**src/rtl/alu_mult_seq_pkg.sv**
```systemverilog
// Shared constants for the iterative shift-and-add multiplier: ALU opcodes
// understood by the shared yAlu and the controller state encodings.
package alu_mult_seq_pkg;

    typedef logic [2:0] alu_op_t;
    typedef logic [1:0] mult_state_t;

    // Opcodes of the shared ALU.
    localparam alu_op_t ALU_AND = 3'b000;
    localparam alu_op_t ALU_OR  = 3'b001;
    localparam alu_op_t ALU_ADD = 3'b010;
    localparam alu_op_t ALU_SUB = 3'b110;
    localparam alu_op_t ALU_SLT = 3'b111;

    // Controller states.
    localparam mult_state_t ST_IDLE = 2'd0;
    localparam mult_state_t ST_RUN  = 2'd1;
    localparam mult_state_t ST_DONE = 2'd2;

    // True when this RUN step is the last one: the counter reached its final
    // bit, or (with early exit) no set multiplier bits remain after the shift.
    function automatic logic run_is_last(input logic cnt_at_last,
                                         input logic rest_zero,
                                         input logic early_exit);
        return cnt_at_last || (early_exit && rest_zero);
    endfunction

endpackage

```
**src/rtl/alu_mult_seq_if.sv**
```systemverilog
// Port group of the multiplier: start handshake with operands, result
// handshake, busy flag and the borrowed ALU operand/opcode/result lines.
interface alu_mult_seq_if #(
    parameter int WIDTH = 32
);
    logic             start_valid;
    logic             start_ready;
    logic [WIDTH-1:0] a_in;
    logic [WIDTH-1:0] b_in;
    logic             res_valid;
    logic             res_ready;
    logic [WIDTH-1:0] res;
    logic             busy;
    logic [WIDTH-1:0] alu_a;
    logic [WIDTH-1:0] alu_b;
    logic [2:0]       alu_op;
    logic [WIDTH-1:0] alu_z;

    // Multiplier side.
    modport slave (
        input  start_valid, a_in, b_in, res_ready, alu_z,
        output start_ready, res_valid, res, busy, alu_a, alu_b, alu_op
    );

    // Parent side: issues operands, consumes results, owns the ALU.
    modport master (
        output start_valid, a_in, b_in, res_ready, alu_z,
        input  start_ready, res_valid, res, busy, alu_a, alu_b, alu_op
    );
endinterface

```
**src/rtl/alu_mult_seq.sv**
```systemverilog
// Iterative shift-and-add multiplier. Consumes one multiplier bit per cycle and
// uses the external shared ALU for the accumulate ADD. Returns the low WIDTH
// bits of a*b, valid for both signed and unsigned two's-complement operands.
module alu_mult_seq
    import alu_mult_seq_pkg::*;
#(
    parameter int WIDTH      = 32,
    parameter bit EARLY_EXIT = 1'b1
) (
    input  logic                 clk,
    input  logic                 reset,
    alu_mult_seq_if.slave        bus
);

    localparam int CNT_W = (WIDTH > 1) ? $clog2(WIDTH) : 1;
    localparam logic [CNT_W-1:0] CNT_LAST = CNT_W'(WIDTH - 1);
    localparam logic [CNT_W-1:0] CNT_ONE  = CNT_W'(1);

    mult_state_t      state_q,  state_d;
    logic [WIDTH-1:0] acc_q,    acc_d;
    logic [WIDTH-1:0] mcand_q,  mcand_d;
    logic [WIDTH-1:0] mplier_q, mplier_d;
    logic [CNT_W-1:0] cnt_q,    cnt_d;

    logic             start_ready_s;
    logic             start_fire_s;
    logic             rest_zero_s;

    // Ready only in IDLE and never while reset is held.
    assign start_ready_s = (state_q == ST_IDLE) && !reset;
    assign start_fire_s  = bus.start_valid && start_ready_s;
    assign rest_zero_s   = (mplier_q[WIDTH-1:1] == {(WIDTH-1){1'b0}});

    // Next-state and datapath update for the three controller states.
    always_comb begin
        state_d  = state_q;
        acc_d    = acc_q;
        mcand_d  = mcand_q;
        mplier_d = mplier_q;
        cnt_d    = cnt_q;
        case (state_q)
            ST_IDLE: begin
                if (start_fire_s) begin
                    mcand_d  = bus.a_in;
                    mplier_d = bus.b_in;
                    acc_d    = {WIDTH{1'b0}};
                    cnt_d    = {CNT_W{1'b0}};
                    if (EARLY_EXIT && (bus.b_in == {WIDTH{1'b0}})) begin
                        state_d = ST_DONE;
                    end else begin
                        state_d = ST_RUN;
                    end
                end else begin
                    state_d = ST_IDLE;
                end
            end
            ST_RUN: begin
                // ALU sum wraps mod 2^WIDTH; the carry is intentionally dropped.
                acc_d    = mplier_q[0] ? bus.alu_z : acc_q;
                mcand_d  = {mcand_q[WIDTH-2:0], 1'b0};
                mplier_d = {1'b0, mplier_q[WIDTH-1:1]};
                cnt_d    = cnt_q + CNT_ONE;
                if (run_is_last(cnt_q == CNT_LAST, rest_zero_s, EARLY_EXIT)) begin
                    state_d = ST_DONE;
                end else begin
                    state_d = ST_RUN;
                end
            end
            ST_DONE: begin
                // Result held until consumed; new starts are not looked at here.
                if (bus.res_ready) begin
                    state_d = ST_IDLE;
                end else begin
                    state_d = ST_DONE;
                end
            end
            default: begin
                state_d = ST_IDLE;
            end
        endcase
    end

    // State registers with synchronous reset; reset abandons any operation.
    always_ff @(posedge clk) begin
        if (reset) begin
            state_q  <= ST_IDLE;
            acc_q    <= {WIDTH{1'b0}};
            mcand_q  <= {WIDTH{1'b0}};
            mplier_q <= {WIDTH{1'b0}};
            cnt_q    <= {CNT_W{1'b0}};
        end else begin
            state_q  <= state_d;
            acc_q    <= acc_d;
            mcand_q  <= mcand_d;
            mplier_q <= mplier_d;
            cnt_q    <= cnt_d;
        end
    end

    // ALU drive decoded from registered state only, so start_valid never
    // reaches the shared ALU combinationally; outside RUN the ALU sees AND 0,0.
    always_comb begin
        bus.alu_a  = {WIDTH{1'b0}};
        bus.alu_b  = {WIDTH{1'b0}};
        bus.alu_op = ALU_AND;
        if (state_q == ST_RUN) begin
            bus.alu_a  = acc_q;
            bus.alu_b  = mcand_q;
            bus.alu_op = ALU_ADD;
        end else begin
            bus.alu_a  = {WIDTH{1'b0}};
            bus.alu_b  = {WIDTH{1'b0}};
            bus.alu_op = ALU_AND;
        end
    end

    // Result handshake and status decoded from registered state.
    always_comb begin
        bus.res_valid = 1'b0;
        bus.res       = {WIDTH{1'b0}};
        if (state_q == ST_DONE) begin
            bus.res_valid = 1'b1;
            bus.res       = acc_q;
        end else begin
            bus.res_valid = 1'b0;
            bus.res       = {WIDTH{1'b0}};
        end
    end

    assign bus.busy        = (state_q != ST_IDLE);
    assign bus.start_ready = start_ready_s;

endmodule

```
**src/flat_wrapper.sv**
```systemverilog
// flat-port wrapper written by rule: the top's interface ports become plain ports
module alu_mult_seq_flat import alu_mult_seq_pkg::*;
#(
    parameter int WIDTH      = 32,
    parameter bit EARLY_EXIT = 1'b1
)
  (clk, reset, bus_start_valid, bus_a_in, bus_b_in, bus_res_ready, bus_alu_z, bus_start_ready, bus_res_valid, bus_res, bus_busy, bus_alu_a, bus_alu_b, bus_alu_op);
  alu_mult_seq_if #(.WIDTH(WIDTH)) bus_i ();
  input  logic clk;
  input  logic reset;
  input wire logic [$bits(bus_i.start_valid)-1:0] bus_start_valid;
  input wire logic [$bits(bus_i.a_in)-1:0] bus_a_in;
  input wire logic [$bits(bus_i.b_in)-1:0] bus_b_in;
  input wire logic [$bits(bus_i.res_ready)-1:0] bus_res_ready;
  input wire logic [$bits(bus_i.alu_z)-1:0] bus_alu_z;
  output wire logic [$bits(bus_i.start_ready)-1:0] bus_start_ready;
  output wire logic [$bits(bus_i.res_valid)-1:0] bus_res_valid;
  output wire logic [$bits(bus_i.res)-1:0] bus_res;
  output wire logic [$bits(bus_i.busy)-1:0] bus_busy;
  output wire logic [$bits(bus_i.alu_a)-1:0] bus_alu_a;
  output wire logic [$bits(bus_i.alu_b)-1:0] bus_alu_b;
  output wire logic [$bits(bus_i.alu_op)-1:0] bus_alu_op;
  assign bus_i.start_valid = bus_start_valid;
  assign bus_i.a_in = bus_a_in;
  assign bus_i.b_in = bus_b_in;
  assign bus_i.res_ready = bus_res_ready;
  assign bus_i.alu_z = bus_alu_z;
  assign bus_start_ready = bus_i.start_ready;
  assign bus_res_valid = bus_i.res_valid;
  assign bus_res = bus_i.res;
  assign bus_busy = bus_i.busy;
  assign bus_alu_a = bus_i.alu_a;
  assign bus_alu_b = bus_i.alu_b;
  assign bus_alu_op = bus_i.alu_op;
  alu_mult_seq #(.WIDTH(WIDTH), .EARLY_EXIT(EARLY_EXIT)) u_core (.clk(clk), .reset(reset), .bus(bus_i));
endmodule
```
**config.mk**
```make
export PLATFORM = sky130hd
export DESIGN_NAME = alu_mult_seq_flat
export DESIGN_NICKNAME = d
export VERILOG_FILES = /design/src/rtl/alu_mult_seq_pkg.sv /design/src/rtl/alu_mult_seq_if.sv /design/src/rtl/alu_mult_seq.sv /design/src/flat_wrapper.sv
export SDC_FILE = /design/constraint.sdc
export NUM_CORES = 1
export LEC_CHECK = 0
export ABC_CLOCK_PERIOD_IN_PS = 2090
export BUFFER_PORTS_ARGS = -buffer_cell sky130_fd_sc_hd__buf_2
export CORE_MARGIN = 5
export CORE_UTILIZATION = 44
export DETAILED_ROUTE_END_ITERATION = 6
export GPL_TIMING_DRIVEN = 0
export MAX_ROUTING_LAYER = met4
export PLACE_DENSITY = 0.73
export SYNTH_ARGS = -nofsm -noshare
export SYNTH_HDL_FRONTEND = slang
export SYNTH_SLANG_ARGS = --single-unit
```
**constraint.sdc**
```tcl
create_clock -name clk -period 2.09 [get_ports clk]
set_input_delay 0 -clock clk [delete_from_list [all_inputs] [get_ports clk]]
set_output_delay 0 -clock clk [all_outputs]
set_load 0.02 [all_outputs]
```
==> impl_metrics.yaml, run 1 <==
grt:
  grtUsageTotal_pct: 24.6
  grt_max_degree: 18
  overflow: 0
  grt_pass1_vias: 5641
  grt_first_pass_wirelength_mm: 28.1
  antenna_found_initial: 0
pwr:
  ir_drop_v: 0.000388
  p_leak_nw: 3.42
  p_per_area_nw_per_um2: 667
  p_total_mw: 5.07
routing:
  firstDrtPassIters: 6
  top_layer: "met4"
  wl_per_cell_um: 15.4
  vias: 5624
  routed_wl_mm: 17.1
  wl_met1_mm: 7.43
  drcViolationCount: 0
  drtAntennaViolNets: 0
  drtIter0Drc: 361
  routed_via_density: 5.07
  wl_met3_um: 905
  wl_met2_mm: 8.38
floorplanning:
  core_area_um2: 11500
  rows: 39
  die_w_um: 119
  fp.dieArea_um2: 14100
  dieHeight_um: 119
  start_util_pct: 45.2
  pin_count: 202
yosys:
  ys.flop_type: "dfxtp_1"
  syn_inst: 660
  yosysTopAreaCellShare_pct: 39.6
  synth_cell_types: 35
  ys_ff_latch: 103
  yosysWarnings: 0
  synth_area_um2: 5200
  post-synth-top-area-cell: "dfxtp_1"
  synth_area_per_cell_um2: 7.89
  synth-seq-area-share_pct: 39.6
  synth_area_leaders: "dfxtp_1, and2_1, nor2_1"
  synth_edf_count: 0
  ys_top_cells_by_count: "nor2_1, dfxtp_1, and2_1"
  synth.most_common_cell: "nor2_1"
  ys_async_sr_fraction_pct: 0
sta:
  skew_ps: 7.75
  hold_slack_ps: 19.1
  period_share_pct: 90.9
  rsz0062_at_grt: "no"
  tns_ps: 0
  worst_slew_pin_slew_ps: 716
  slew-limit-headroom_pct: 52.3
  period_needed_ps: 1900
  slew_viol_final: 0
  clock.fmax_ghz: 0.526
  setup_viol: 0
  hold_viol: 0
worst_setup_path:
  crit_type: "register to primary output"
  cp-start-kind: "register"
  crit_path_end_kind: "primary output"
  cp.arrival_ps: 1900
  crit_path_max_fanout: 10
  cp.required_ps: 2090
layout:
  syn2layout_area_growth_pct: 46.1
  drive_above_1_share_pct: 33.3
  antenna_cells: 0
  nFillCells: 983
  nets: 1064
clock_network:
  clk_path_buf_depth: 2
  root_buffer: "clkbuf_16"
  ctsHtreeMaxLevel: 3
  numCtsBuffers: 9
  cts_sinks: 103
  cts.clk_slew.worst_paths_ps: 70
  cts_tree: "done"
  clk_latency_ps: 330
job:
  drv_cap: 0
place:
  hpwlAfterDp_mm: 11.6
  portBuffers: 198
  gp_congestion: 0.871
outcome:
  outcome: "completed"
worst_hold_path:
  hold_path_class: "input port to register"
## per-stage QoR
step / cell area, um2 / setup slack (ps) / instances / utilization (%)
finish: 7600 / 189 / 1110 / 66.0
global route: 7600 / 48.7 / 1110 / 66.0
CTS: 7600 / 38.0 / 1110 / 66.0
detailed placement: 6380 / 416 / 1002 / 55.4
global placement: 6380 / 369 / 1002 / 55.4
floorplan: 5210 / 643 / 661 / -
## power by group
group	internal (mW)	total [mW]	switching, mW
logic	0.499	1.13	0.629
registers	2.13	2.26	0.128
clock network	0.937	1.68	0.747
## critical path, cell delays in order (launching register included)
cell and delay, ps:
dfxtp_1 350, nand2b_1 170, buf_6 140, inv_6 80, buf_2 230, buf_2 260, and2_1 160, buf_2 170
## cell type report
class / instances / area [um2] / share of cell area, %
clock buffers: 10 / 229 / 3.01
plain buffers: 58 / 332 / 4.36
clock inverters: 6 / 67.6 / 0.888
flip-flops and latches: 103 / 2060 / 27.1
well taps: 143 / 179 / 2.35
repair buffers: 290 / 1910 / 25.1
multi-input cells: 498 / 2810 / 37.0
inverters: 2 / 12.5 / 0.165
## placed cells by master, fill, tap and decap left out, types with 2 or more instances in the layout
cell,synthesis,routed
inv_6,1,3
nand2_2,20,20
ha_1,2,2
clkinvlp_4,0,2
and2_1,98,98
or2_2,2,2
dfxtp_1,103,102
buf_4,13,13
a21oi_1,33,33
a311oi_2,21,21
nand3_1,36,36
dlygate4sd3_1,0,92
clkbuf_16,0,9
nand2_1,78,78
nand3b_1,2,2
a311oi_1,3,3
clkbuf_2,0,4
a21oi_2,20,20
nor4_1,46,46
nor2_1,120,120
buf_6,5,5
nand4_1,3,3
buf_2,18,216
conb_1,1,2
clkbuf_1,21,18
## sequential cells by signal (all words and copies together) (netlist names)
name and cells:
u_core.state_q 2, u_core.mcand_q 32, u_core.acc_q 32, u_core.cnt_q 5, u_core.mplier_q 32
## what timing repair did
action,CTS,global route
buffers inserted,0,0
hold buffers,92,0
hold endpoints to repair,92,0
resized for setup,0,10
setup endpoints to repair,0,69
## per-layer routing
metal / up-vias / GRT usage, %
met2: 182 / 41.1
met4: 0 / 7.82
met3: 34 / 4.44
met1: 2579 / 30.1
met5: - / -
li1: 2829 / -
## worst paths after layout
| kind | from | to | slack (ps) | depth (start not counted) |
|---|---|---|---|---|
| worst min register to register | u_core.mcand_q[26] | u_core.mcand_q[26] | 450 | 2 |
| worst min-delay path | bus_b_in[1] | u_core.mplier_q[1] | 20 | 3 |
| worst max register to register | u_core.state_q[1] | u_core.mcand_q[13] | 520 | 6 |
| worst max-delay path | u_core.state_q[1] | bus_alu_b[31] | 190 | 7 |
## logic make-up after synthesis
group	after synthesis	synth area share, %
other	1	0.0720
AO/OA/AOI/OAI	82	13.8
buffers and inverters	60	6.51
adder cells (fa/ha/maj)	2	0.481
AND/OR/NAND/NOR	412	39.5
flip-flops	103	39.6
(Power assumes the default switching activity.)
==> run 2, diff against run 1 <==
- CELL_PAD_IN_SITES_DETAIL_PLACEMENT: not set -> 1
- CELL_PAD_IN_SITES_GLOBAL_PLACEMENT: not set -> 1
- CORE_UTILIZATION: 44 -> 37
- PLACE_DENSITY: 0.73 -> not set
- PLACE_DENSITY_LB_ADDON: not set -> 0.1
==> run 2 against run 1 <==
Compared with the run above: clock skew fell by 2.2 ps; fmax fell by 3.2%; worst hold slack got worse by 17 ps; count of clock-buffer cells in the layout did not move; sequential cell count did not move; clock power rose by 17%; wire length rose by 17%; critical path type unchanged.
==> impl_metrics.yaml, run 2 (synthesized netlist as in run 1, its figures left out) <==
worst_setup_path:
  cp_top_family: "buffers and inverters"
  crit_chain: "nand2b_1 -> buf_6 -> inv_6 -> buf_2 -> buf_2 -> and2_1 -> buf_2"
  max_stage_delay_ps: 370
  crit_start: "u_core.state_q[1]"
  ff2ff_path_depth: 5
  cp-start-kind: "register"
  cp.required_ps: 2090
  crit_path_max_fanout: 10
  crit_cells: 7
  cp_slowest_cell: "dfxtp_1"
  r2r_start: "u_core.state_q[1]"
  reg2reg_slack_ps: 470
  crit_path_end_kind: "primary output"
  cp.arrival_ps: 1960
  rr_endpoint: "u_core.mcand_q[19]"
  crit_type: "register to primary output"
  critPathMostFrequentCell: "buf_2"
  cp_num_buf_inv: 5
layout:
  antenna_cells: 0
  top_regs: "u_core.acc_q (32), u_core.mcand_q (32), u_core.mplier_q (32)"
  fin_cells: 1148
  final_common_cell: "buf_2"
  nets: 1065
  final_cell_mix: "buf_2, nor2_1, dfxtp_1"
  fin_util_pct: 55.8
  drive_above_1_share_pct: 33.4
  fin_area_um2: 7720
  syn2layout_area_growth_pct: 48.2
grt:
  grtUsageTotal_pct: 24.9
  grt_max_degree: 17
  grt_first_pass_wirelength_mm: 32.4
  antenna_found_initial: 0
  overflow: 0
  grt_pass1_vias: 6450
pwr:
  ir_drop_v: 0.000366
  p_total_mw: 5.39
  p_per_area_nw_per_um2: 699
  p_leak_nw: 3.45
place:
  dp_cells: 1039
  portBuffers: 198
  postPlaceCellArea_um2: 6420
  gp_congestion: 0.839
  hpwlAfterDp_mm: 13.7
routing:
  routed_wl_mm: 20.0
  vias: 5818
  drtIter0Drc: 264
  drcViolationCount: 0
  routed_via_density: 5.07
  firstDrtPassIters: 4
  drtAntennaViolNets: 0
  wl_per_cell_um: 17.4
floorplanning:
  die_w_um: 129
  pin_count: 202
  start_util_pct: 37.6
  fp.dieArea_um2: 16500
  dieHeight_um: 129
  core_area_um2: 13800
  rows: 43
outcome:
  outcome: "completed"
sta:
  period_share_pct: 93.9
  skew_ps: 5.54
  tns_ps: 0
  period_needed_ps: 1960
  setup_viol: 0
  hold_viol: 0
  rsz0062_at_grt: "no"
  slew_viol_final: 0
  slew-limit-headroom_pct: 46.4
  clock.fmax_ghz: 0.509
  worst_slew_pin_slew_ps: 804
worst_hold_path:
  hold_depth: 3
  hold_end: "u_core.mplier_q[2]"
  hold_path_class: "input port to register"
  hp-start: "bus_b_in[2]"
clock_network:
  root_buffer: "clkbuf_16"
  clk_latency_ps: 350
  cts_sinks: 103
  ctsHtreeMaxLevel: 3
  cts.clk_slew.worst_paths_ps: 70
  clk_path_buf_depth: 2
  cts_tree: "done"
  numCtsBuffers: 9
  cts_setup_buffers: 0
job:
  drv_cap: 0
[run 2: cell types whose count changed in the layout (fill, tap and decap cells not counted), sizes merged]
| cell | change |
|---|---|
| dlygate4sd3 | +1 |
| bufinv | +2 |
| buf | +2 |
| clkbuf | -2 |
| inv | -2 |
| clkinv | +1 |
| clkinvlp | -1 |
[run 2: layer usage]
layer	up-vias	GRT usage [%]	part of all wire (%)
met2	159	45.4	52
met5	-	-	0
met3	27	2.99	4.1
met1	2808	28.6	42
met4	0	7.04	1.7
li1	2824	-	-
[run 2: area by class of cell]
class	count	area, um2
well taps	180	225
inverters	2	12.5
clock buffers	10	239
fillers	1746	6110
flip-flops and latches	103	2060
plain buffers	58	332
clock inverters	6	108
repair buffers	291	1920
multi-input cells	498	2820
[run 2: power breakdown]
| part | internal [mW] | switching (mW) | total [mW] | leakage (nW) |
|---|---|---|---|---|
| clock network | 1.20 | 0.758 | 1.96 | 0.168 |
| registers | 2.13 | 0.137 | 2.27 | 0.844 |
| logic | 0.501 | 0.663 | 1.16 | 2.44 |
[run 2: timing repair]
action                                  4_1_cts  5_1_grt
hold buffers                                 93        0
hold endpoints to repair                     93        0
endpoints found under the setup margin       69       50
resized for setup                             5        4
[run 2: worst max path at each step]
stage | endpoint | slack [ps]
4_1_cts | bus_alu_b[1] | 50
3_5_place_dp | bus_res[21] | 290
3_3_place_gp | bus_alu_b[1] | 360
2_1_floorplan | u_core.mcand_q[10] | 640
5_1_grt | bus_alu_b[5] | 10
6_report | bus_alu_b[13] | 130
[run 2: stage by stage]
| stage | worst slack [ps] | hold WS [ps] |
|---|---|---|
| 3_3_place_gp | 364 | 242 |
| 4_1_cts | 53.2 | 0.143 |
| 3_5_place_dp | 286 | 246 |
| 2_1_floorplan | 643 | 127 |
| 6_report | 127 | 1.82 |
| 5_1_grt | 14.1 | 24.2 |
[run 2: worst register-to-register path, cell delays in order (launching register included)]
cell and delay, ps:
dfxtp_1 440, nand2b_1 160, buf_6 140, clkbuf_1 400
nor2_1 130, a311oi_2 270
==> run 3, diff against run 2 <==
- ABC_CLOCK_PERIOD_IN_PS: 2090 -> 1910
- CORE_UTILIZATION: 37 -> 35
- clock period: 2.09 -> 1.91 ns (I/O delays scaled with it)
==> run 3 against run 2 <==
Compared with the run above: die area grew 5.3%; worst setup slack got worse by 81 ps; wire length rose by 0.24%; first-iteration DRC count is 19% lower; largest cell class unchanged; power up 4.2%; worst hold slack better by 18 ps; sequential power up 9.3%; final cell count up 0.35%; critical endpoint is now bus_alu_a[28].
==> impl_metrics.yaml, run 3 (synthesized netlist as in run 1, its figures left out) <==
clock_network:
  cts.clk_slew.worst_paths_ps: 70
  root_buffer: "clkbuf_16"
  cts_tree: "done"
  ctsHtreeMaxLevel: 3
  cts_sinks: 103
  clk_latency_ps: 350
  numCtsBuffers: 9
  clk_path_buf_depth: 2
  cts_setup_buffers: 0
routing:
  firstDrtPassIters: 4
  drcViolationCount: 0
  drtAntennaViolNets: 0
  routed_via_density: 5.07
  vias: 5842
  wl_per_cell_um: 17.4
  drtIter0Drc: 214
  routed_wl_mm: 20.1
sta:
  period_share_pct: 97.6
  worst_slew_pin_slew_ps: 762
  rsz0062_at_grt: "yes"
  slew-limit-headroom_pct: 49.2
  hold_slack_ps: 19.8
  period_needed_ps: 1860
  setup_viol: 0
  slew_viol_final: 0
  tns_ps: 0
  skew_ps: 7.47
  hold_viol: 0
  clock.fmax_ghz: 0.536
worst_setup_path:
  crit_path_end_kind: "primary output"
  cp-start-kind: "register"
  rr_endpoint: "u_core.state_q[1]"
  reg2reg_slack_ps: 250
  crit_path_max_fanout: 10
  cp_num_buf_inv: 5
  ff2ff_path_depth: 6
  cp.required_ps: 1910
  max_stage_delay_ps: 370
  cp_slowest_cell: "dfxtp_1"
  r2r_start: "u_core.cnt_q[0]"
  crit_type: "register to primary output"
  crit_chain: "nand2b_1 -> buf_6 -> inv_6 -> buf_4 -> clkbuf_4 -> and2_1 -> buf_2"
  cp_top_family: "buffers and inverters"
  cp.arrival_ps: 1860
worst_hold_path:
  hold_path_class: "input port to register"
  hp-start: "bus_b_in[21]"
  hold_end: "u_core.mplier_q[21]"
  hold_depth: 3
grt:
  overflow: 0
  grt_first_pass_wirelength_mm: 32.7
  grtUsageTotal_pct: 23.4
  antenna_found_initial: 0
  grt_pass1_vias: 6315
  grt_max_degree: 17
place:
  gp_congestion: 0.813
  hpwlAfterDp_mm: 13.9
  postPlaceCellArea_um2: 6430
  portBuffers: 198
layout:
  nets: 1066
  top_regs: "u_core.acc_q (32), u_core.mcand_q (32), u_core.mplier_q (32)"
  final_cell_mix: "buf_2, nor2_1, dfxtp_1"
  drive_above_1_share_pct: 33.7
  syn2layout_area_growth_pct: 47.7
  fin_area_um2: 7690
  antenna_cells: 0
  final_common_cell: "buf_2"
pwr:
  p_per_area_nw_per_um2: 731
  p_leak_nw: 3.45
  ir_drop_v: 0.000456
  p_total_mw: 5.62
floorplanning:
  core_area_um2: 14500
  rows: 44
  die_w_um: 132
  fp.dieArea_um2: 17400
  pin_count: 202
  start_util_pct: 35.8
  dieHeight_um: 132
job:
  drv_cap: 0
outcome:
  outcome: "completed"
==> run 3: timing repair <==
action | in CTS | in global routing
hold buffers | 94 | 0
endpoints found under the setup margin | 90 | 79
gates resized for setup | 9 | 15
hold endpoints to repair | 94 | 0
==> run 3: tightest hold or removal path: stages <==
cell and delay (ps):
buf_2 110, nor2_1 140, nor4_1 80
==> run 3: area by class of cell <==
cell class	instances	area [um2]
Tap cell	184	230
Clock inverter	6	61.3
Inverter	2	12.5
Sequential cell	103	2060
Clock buffer	9	225
Timing Repair Buffer	292	1930
Buffer	58	347
Fill cell	1842	6850
Multi-Input combinational cell	498	2820
==> run 3: worst max-delay path by stage <==
stage	start	to	slack, ps	cells after the start
after floorplan	u_core.state_q[0]	u_core.mcand_q[10]	460	6
after global placement	u_core.state_q[1]	bus_res[13]	180	4
after detailed placement	u_core.state_q[1]	bus_res[15]	4	4
after CTS	u_core.state_q[1]	bus_alu_b[18]	20	6
after global routing	u_core.state_q[1]	bus_alu_b[4]	-40	7
final	u_core.state_q[1]	bus_alu_a[28]	50	7
==> run 3: metrics by stage <==
stage | util, % | cells | worst slack [ps]
after floorplan | - | 661 | 463
after global placement | 44.2 | 1043 | 179
after detailed placement | 44.2 | 1043 | 3.91
after CTS | 52.8 | 1152 | 18.7
after global routing | 52.9 | 1152 | -35.6
final | 52.9 | 1152 | 45.3
==> run 3: layer usage <==
layer	global-route usage (%)	up-vias	part of all wire [%]
li1	-	2830	-
met5	-	-	0
met4	7.94	0	2.2
met1	27.3	2814	42
met3	4.27	36	4.5
met2	40.3	162	51
==> run 3: report_power, final <==
group	internal [mW]	switching, mW
clock	1.01	0.843
combinational	0.556	0.730
sequential	2.34	0.149
total	3.90	1.72
